--- config.mk ---
export PLATFORM = sky130hd
export DESIGN_NAME = clk_period_meter
export DESIGN_NICKNAME = d
export VERILOG_FILES = /design/src/rtl/clk_period_meter_pkg.sv /design/src/rtl/sync_edge_detect.sv /design/src/rtl/clk_period_meter.sv
export SDC_FILE = /design/constraint.sdc
export NUM_CORES = 1
export LEC_CHECK = 0
export ABC_AREA = 1
export CORE_MARGIN = 4
export CORE_UTILIZATION = 51
export CTS_CLUSTER_DIAMETER = 200
export DETAILED_ROUTE_END_ITERATION = 7
export PLACE_DENSITY = 0.75
export RECOVER_POWER = 100
export SLEW_MARGIN = 25
export SYNTH_ARGS = -nofsm -noshare
export SYNTH_HDL_FRONTEND = slang
export SYNTH_HIERARCHICAL = 1
export SYNTH_SLANG_ARGS = --single-unit
--- constraint.sdc ---
create_clock -name clk_100mhz -period 2.25 [get_ports clk_100mhz]
set_clock_uncertainty 0.2 [all_clocks]
set_input_delay 0.45 -clock clk_100mhz [delete_from_list [all_inputs] [get_ports clk_100mhz]]
set_output_delay 0.45 -clock clk_100mhz [all_outputs]
set_load 0.05 [all_outputs]
--- src/rtl/clk_period_meter_pkg.sv ---
// Shared types and defaults for the period meter and its input conditioner.
package clk_period_meter_pkg;

  localparam int COUNT_W_DEFAULT     = 32;
  localparam int SYNC_STAGES_DEFAULT = 2;

  typedef enum logic [1:0] {
    IDLE    = 2'd0,
    ARM     = 2'd1,
    MEASURE = 2'd2
  } meter_state_t;

endpackage

--- src/rtl/sync_edge_detect.sv ---
// Multi-flop synchronizer for an asynchronous input plus a history flop that
// yields a single-cycle rising-edge pulse. Reusable for switch/button inputs.
module sync_edge_detect
  import clk_period_meter_pkg::*;
#(
  parameter int SYNC_STAGES = SYNC_STAGES_DEFAULT
) (
  input  logic clk,
  input  logic rst_n,
  input  logic din,
  output logic level,
  output logic rise
);

  // Bit 0 is the metastability-exposed stage; the top bit is the clean level.
  logic [SYNC_STAGES-1:0] sync_q, sync_d;
  logic                   hist_q, hist_d;

  always_comb begin
    sync_d = {sync_q[SYNC_STAGES-2:0], din};
    hist_d = sync_q[SYNC_STAGES-1];
  end

  always_ff @(posedge clk or negedge rst_n) begin
    if (!rst_n) begin
      sync_q <= '0;
      hist_q <= 1'b0;
    end else begin
      sync_q <= sync_d;
      hist_q <= hist_d;
    end
  end

  assign level = sync_q[SYNC_STAGES-1];
  assign rise  = sync_q[SYNC_STAGES-1] & ~hist_q;

endmodule

--- src/rtl/clk_period_meter.sv ---
// Measures the edge-to-edge period of a slow asynchronous signal in clk_100mhz
// cycles and hands each result out over a valid/ready register.
module clk_period_meter
  import clk_period_meter_pkg::*;
#(
  parameter int COUNT_W     = COUNT_W_DEFAULT,
  parameter int SYNC_STAGES = SYNC_STAGES_DEFAULT
) (
  input  logic               clk_100mhz,
  input  logic               rst_n,
  input  logic               sig_in,
  input  logic               enable,
  output logic [COUNT_W-1:0] period,
  output logic               period_valid,
  input  logic               period_ready,
  output logic               overrun,
  output logic               timeout,
  input  logic               clear_flags
);

  localparam logic [COUNT_W-1:0] CNT_ONE = COUNT_W'(1);

  logic sig_rise;
  logic sig_level_unused;

  sync_edge_detect #(
    .SYNC_STAGES (SYNC_STAGES)
  ) u_sync (
    .clk   (clk_100mhz),
    .rst_n (rst_n),
    .din   (sig_in),
    .level (sig_level_unused),
    .rise  (sig_rise)
  );

  meter_state_t       state_q, state_d;
  logic [COUNT_W-1:0] count_q, count_d;
  logic [COUNT_W-1:0] period_q, period_d;
  logic               valid_q, valid_d;
  logic               overrun_q, overrun_d;
  logic               timeout_q, timeout_d;

  logic [COUNT_W-1:0] count_inc;
  logic               publish;
  logic               ovr_set;
  logic               to_set;

  always_comb begin
    state_d   = state_q;
    count_d   = count_q;
    period_d  = period_q;
    valid_d   = valid_q;
    publish   = 1'b0;
    ovr_set   = 1'b0;
    to_set    = 1'b0;
    count_inc = count_q + CNT_ONE;

    case (state_q)
      IDLE: begin
        count_d = '0;
        if (enable) state_d = ARM;
      end
      ARM: begin
        if (!enable) begin
          state_d = IDLE;
          count_d = '0;
        end else if (sig_rise) begin
          state_d = MEASURE;
          count_d = CNT_ONE;
        end
      end
      MEASURE: begin
        if (!enable) begin
          state_d = IDLE;
          count_d = '0;
        end else if (sig_rise) begin
          // Each edge closes one period and opens the next.
          publish = 1'b1;
          count_d = CNT_ONE;
        end else if (&count_inc) begin
          to_set  = 1'b1;
          count_d = '0;
          state_d = ARM;
        end else begin
          count_d = count_inc;
        end
      end
      default: begin
        state_d = IDLE;
        count_d = '0;
      end
    endcase

    // A result loads if the slot is free or being emptied this cycle.
    if (publish) begin
      if (!valid_q || period_ready) begin
        period_d = count_q;
        valid_d  = 1'b1;
      end else begin
        ovr_set  = 1'b1;
      end
    end else if (valid_q && period_ready) begin
      valid_d = 1'b0;
    end

    overrun_d = ovr_set | (overrun_q & ~clear_flags);
    timeout_d = to_set  | (timeout_q & ~clear_flags);
  end

  always_ff @(posedge clk_100mhz or negedge rst_n) begin
    if (!rst_n) begin
      state_q   <= IDLE;
      count_q   <= '0;
      period_q  <= '0;
      valid_q   <= 1'b0;
      overrun_q <= 1'b0;
      timeout_q <= 1'b0;
    end else begin
      state_q   <= state_d;
      count_q   <= count_d;
      period_q  <= period_d;
      valid_q   <= valid_d;
      overrun_q <= overrun_d;
      timeout_q <= timeout_d;
    end
  end

  assign period       = period_q;
  assign period_valid = valid_q;
  assign overrun      = overrun_q;
  assign timeout      = timeout_q;

endmodule

* Yosys cells after proc, flatten, opt, wreduce, memory -nomap -nowiden
Cells that the tools add are included.
Operators by class: add/subtract/negate cells 1, equal/unequal tests 7, multiplexer cells 25, bitwise logic cells 7, reduce and logical (&&, ||, !) cells 9
Operators with widths (count):
- $mux 32 | 5
- $pmux 32 s2 | 1
- $add 32x1->32 const B | 1
- $reduce_and 32->1 | 1
- $mux 1 | 12
- $mux 2 | 6
- $ne 3x3->1 const B | 3
- $pmux 2 s3 | 1
- $reduce_and 2->1 | 2
- $reduce_and 4->1 | 1
- $and 1x1->1 | 3
- $eq 2x1->1 const B | 1
- $eq 2x2->1 const B | 1
- $logic_not 2->1 | 1
- $ne 2x1->1 const B | 1
- $ne 2x2->1 const B | 1
- $not 1->1 | 2
- $or 1x1->1 | 2
- $reduce_bool 2->1 | 1
- $logic_and 1x1->1 | 1
- $logic_not 1->1 | 1
- $logic_or 1x1->1 | 1
Storage, ports and cells: register bits 72, bits of input ports 6, logic and storage cells 57

* Logic depth before layout (Yosys ltp)
word-level depth 7, depth in mapped cells 16, gate-level depth less buffers 16

* By module
Netlist, hierarchy kept.
Modules (own cells, without submodules):
- clk_period_meter | times used 1, cells an instance 519, area each 3807.4 sq um, sequential area each 1726.7 sq um
- sync_edge_detect | times used 1, cells an instance 5, area each 85.1 sq um, sequential area each 75.1 sq um

* Worst setup path before layout
OpenSTA, ideal clock, no wires.
kind flip-flop to flip-flop, start point reg count_q[0], end point reg count_q[26], library setup time 0.130 ns, arrival 1.925 ns, slack -0.006 ns, cell stages (with the launch flop) 16, clock period less this slack 2.256 ns, path through dfrtp_1 > ha_1 > nand2_1 > nor2_4 > nand2_2 > nor2_4 > nand2_1 > nand2_1 > nand2_1 > nor2_1 > nand2_1 > nor2_2 > nand3_4 > buf_6 > nand4_1 > o21ai_1
On the way: cells in the longest elaborated chain, start to end 6
Ends and longest elaborated chain:
- start: declaration | line clk_period_meter.sv:37 | logic [COUNT_W-1:0] count_q, count_d;
- start signal: assignment | line clk_period_meter.sv:120 | count_q <= count_d;
- $add 32x1->32 * | line clk_period_meter.sv:56 | count_inc = count_q + CNT_ONE;
- $reduce_and 32->1 | line clk_period_meter.sv:80 | end else if (&count_inc) begin
- $mux 32 * | line clk_period_meter.sv:80
- $mux 32 * | line clk_period_meter.sv:76 | end else if (sig_rise) begin
- $mux 32 * | line clk_period_meter.sv:73 | if (!enable) begin
- $pmux 32 s2 * | line clk_period_meter.sv:58 | case (state_q)
Mark *: on every way between the ends. The rest lies on a longest branch, timed or not. A chain may end at the register's enable or synchronous reset.

* Worst setup path after layout
start point reg count_q[1], end point reg count_q[22]
Same word-level chain as after synthesis.

==> results.txt <==
----------------------------------------------------
[Global route]
  Vias in the first global route ... 3,809
  Total track usage ... 25.9%
  Largest net degree at the start of global routing ... 73
  First-pass GRT wire length ... 18.1 mm
  Number of antenna violations at the first check in global routing ... 0
  Global route overflow ... 0

[STA]
  Setup repair after global routing missed its margin ... yes
  Setup violation total in the final timing report ... 35
  Final period utilization ... 111%
  Slew at the pin closest to its max-slew limit ... 0.962 ns
  Shortest clock period the worst path allows after layout ... 2.49 ns
  Sum Neg Setup Slack ... -6.50 ns
  Post-route worst hold slack ... 0.153 ns
  Normalized max-slew margin ... 35.8%
  Post-route setup slack ... -0.238 ns
  Final-report hold violation count ... 0
  Highest clock frequency the design can meet ... 402 MHz
  Max Slew Vio Count ... 0

[Clocking]
  CTS root buf ... clkbuf_8
  TritonCTS Buffers ... 9
  Clock slew at reported path FFs ... 0.07 ns
  Sink Count ... 72
  CTS tree ... yes
  Number of levels in the clock H-tree ... 3
  Worst-skew pair later-pin latency ... 0.35 ns
  CTS Buffer Depth ... 2

[Detailed routing]
  Total number of vias ... 3,883
  Starting DRC count in detailed routing ... 232
  Average routed wire per standard cell ... 14.6 microns
  Post-route ant nets ... 0
  First drt pass iteration count ... 5
  Total wirelength of the detailed-routed design ... 10.8 mm
  Remaining DRCs ... 0
  Routed via count divided by cell count ... 5.24

[Floorplanning]
  Floorplan die area ... 9090 sq um
  Boundary Pins ... 41
  Horiz. Die Dim ... 95.4 microns
  Initial standard-cell utilization of the core ... 53.1%
  Die H ... 95.4 microns
  Core region area ... 7330 sq um
  Rows ... 31

[Cells and area]
  Final core occ ... 71.2%
  Share of cells above drive strength 1 ... 21.5%
  Area of all placed cells without fillers ... 5220 sq um
  Number of diodes ... 0
  Leading cell types in the layout, fill and taps excluded ... nand2_1 (155), buf_4 (72), dfrtp_1 (71), inv_1 (53), nor2_1 (46)
  Area Growth Syn to Fin ... 34.1%
  Most frequent standard cell in the layout excluding fill and tap cells ... nand2_1
  Count of placed standard cells in the final layout, fillers left out ... 741
  Layout fillers ... 595
  Multi-input logic area ... 1950 sq um
  Storage cell area ... 1800 sq um
  Final #Nets ... 650

[Placed design]
  Number of cells in the design after placement ... 719
  Placed Area ... 4910 sq um
  Buffers on Ports ... 40
  Placed wire-length estimate ... 8.06 mm
  GP Congestion ... 0.963
  Worst-case setup slack after placement ... -0.225 ns

[Synthesis]
  Simple-Gate Fraction of Synth Area ... 33.5%
  Share of cell area taken by muxes after synthesis ... 0%
  Synthesized netlist net count ... 536
  Netlist Area Pre-Place ... 3890 sq um
  Number of distinct library cells after synthesis ... 22
  Largest family of logic cells by synthesized area ... simple AND/OR/NAND/NOR gates
  Fraction of the mapped netlist area in compound gates ... 9.45%
  Synth Instances ... 524
  Post-synthesis average cell area ... 7.43 sq um
  Adder-Cell Fraction of Synth Area ... 1.93%
  Count of state elements after synthesis ... 72
  Xor and xnor fraction of the mapped netlist area ... 1.58%
  Number of warning messages in the yosys log ... 6
  Share of the yosys chip area belonging to registers ... 46.3%

[Worst setup path]
  Required @ worst endpoint ... 2.27 ns
  Startpoint kind of the worst setup timing path ... register
  Critical Path Sink Type ... register
  Worst path arrival time ... 2.51 ns
  Largest fanout of any net on the critical path ... 13
  Classification of the worst setup path ... reg -> reg

[Status]
  Violated checks ... negative setup slack
  Status ... finished with violations

[Worst hold path]
  Type of the worst min-delay path ... reg -> reg

[Power and ir drop]
  Worst VDD drop ... 0.334 mV
  Leakage power total ... 2.22 nW
  Pwr/cell area ... 504 nW/um^2
  Sum of internal, switching and leakage power ... 2.63 mW

[Job]
  Maximum Capacitance Violations ... 0

----------------------------------------------------
[cell families after synthesis]
| logic type | after synthesis |
|---|---|
| compound gates | 71 |
| xor+xnor | 7 |
| fa+ha+maj | 6 |
| buf+inv | 69 |
| flops | 72 |
| simple gates | 299 |
[flip-flops by register name (all words and copies together), names as in the netlist]
name and count:
timeout 1, period_valid 1, overrun 1, u_sync/hist_q 1, count_q 32, period 32
state_q 2, u_sync/sync_q 2
[final timing paths]
path,startpoint,to,slack (ns),depth (start not counted)
worst min register to register,u_sync/sync_q[0]$_DFF_PN0_,u_sync/sync_q[1]$_DFF_PN0_,0.15,0
worst min-delay path,u_sync/sync_q[0]$_DFF_PN0_,u_sync/sync_q[1]$_DFF_PN0_,0.15,0
min in group asynchronous,rst_n,period[19]$_DFFE_PN0P_,0.69,3
max in group asynchronous,rst_n,count_q[2]$_DFFE_PN0N_,0.48,3
worst max register to register,count_q[1]$_DFFE_PN0N_,count_q[22]$_DFFE_PN0N_,-0.24,15
worst max-delay path,count_q[1]$_DFFE_PN0N_,count_q[22]$_DFFE_PN0N_,-0.24,15
[cells in the mapped netlist (all sizes together)]
cell | n | area, sq um
a211oi | 1 | 7.51
clkbuf | 9 | 33.8
nand3 | 37 | 198
ha | 6 | 75.1
o21ai | 67 | 335
nand2 | 168 | 643
o22ai | 3 | 25.0
nor2 | 69 | 309
xor2 | 7 | 61.3
nand4 | 24 | 150
nor3 | 1 | 5.00
buf | 5 | 41.3
dfrtp | 72 | 1800
inv | 55 | 206
[routing by layer]
metal	routed length, microns	up-vias	global-route usage (%)
met3	560	27	6.08
met1	4800	1818	33.6
met2	5170	111	42.3
li1	-	1927	-
met4	263	0	9.01
met5	0	-	0
[power by group]
part | leakage [nW] | internal, mW | switching (mW)
Clock | 0.0789 | 0.389 | 0.467
Sequential | 0.995 | 1.33 | 0.0293
Combinational | 1.15 | 0.145 | 0.274
[cell type report]
type	instances	share of cell area [%]
clock buffer	11	2.52
clock inverter	4	0.431
sequential	72	34.5
multi-input combinational	383	37.3
timing repair buffer	117	18.9
tap	99	2.37
inverter	55	3.95
[critical path, stage by stage (launching register included)]
cell	delay (ns)
dfrtp_1	0.37
ha_2	0.20
nand2_2	0.06
nor2_4	0.21
nand2_4	0.11
nor2_4	0.17
nand2_1	0.07
nand2_1	0.08
nand2_1	0.05
nor2_1	0.10
nand2_1	0.07
nor2_2	0.16
nand3_4	0.12
buf_4	0.21
nand4_1	0.09
o21ai_1	0.08
[timing repair]
action | 4_1_cts | 5_1_grt
hold buffers | 1 | 0
buffers inserted | 2 | 4
hold endpoints to repair | 72 | 0
gates cloned | 0 | 0
setup endpoints to repair | 35 | 36
resized for setup | 21 | 17
pin swaps | 8 | 10
No activity file was read; power rests on OpenSTA's default activity.
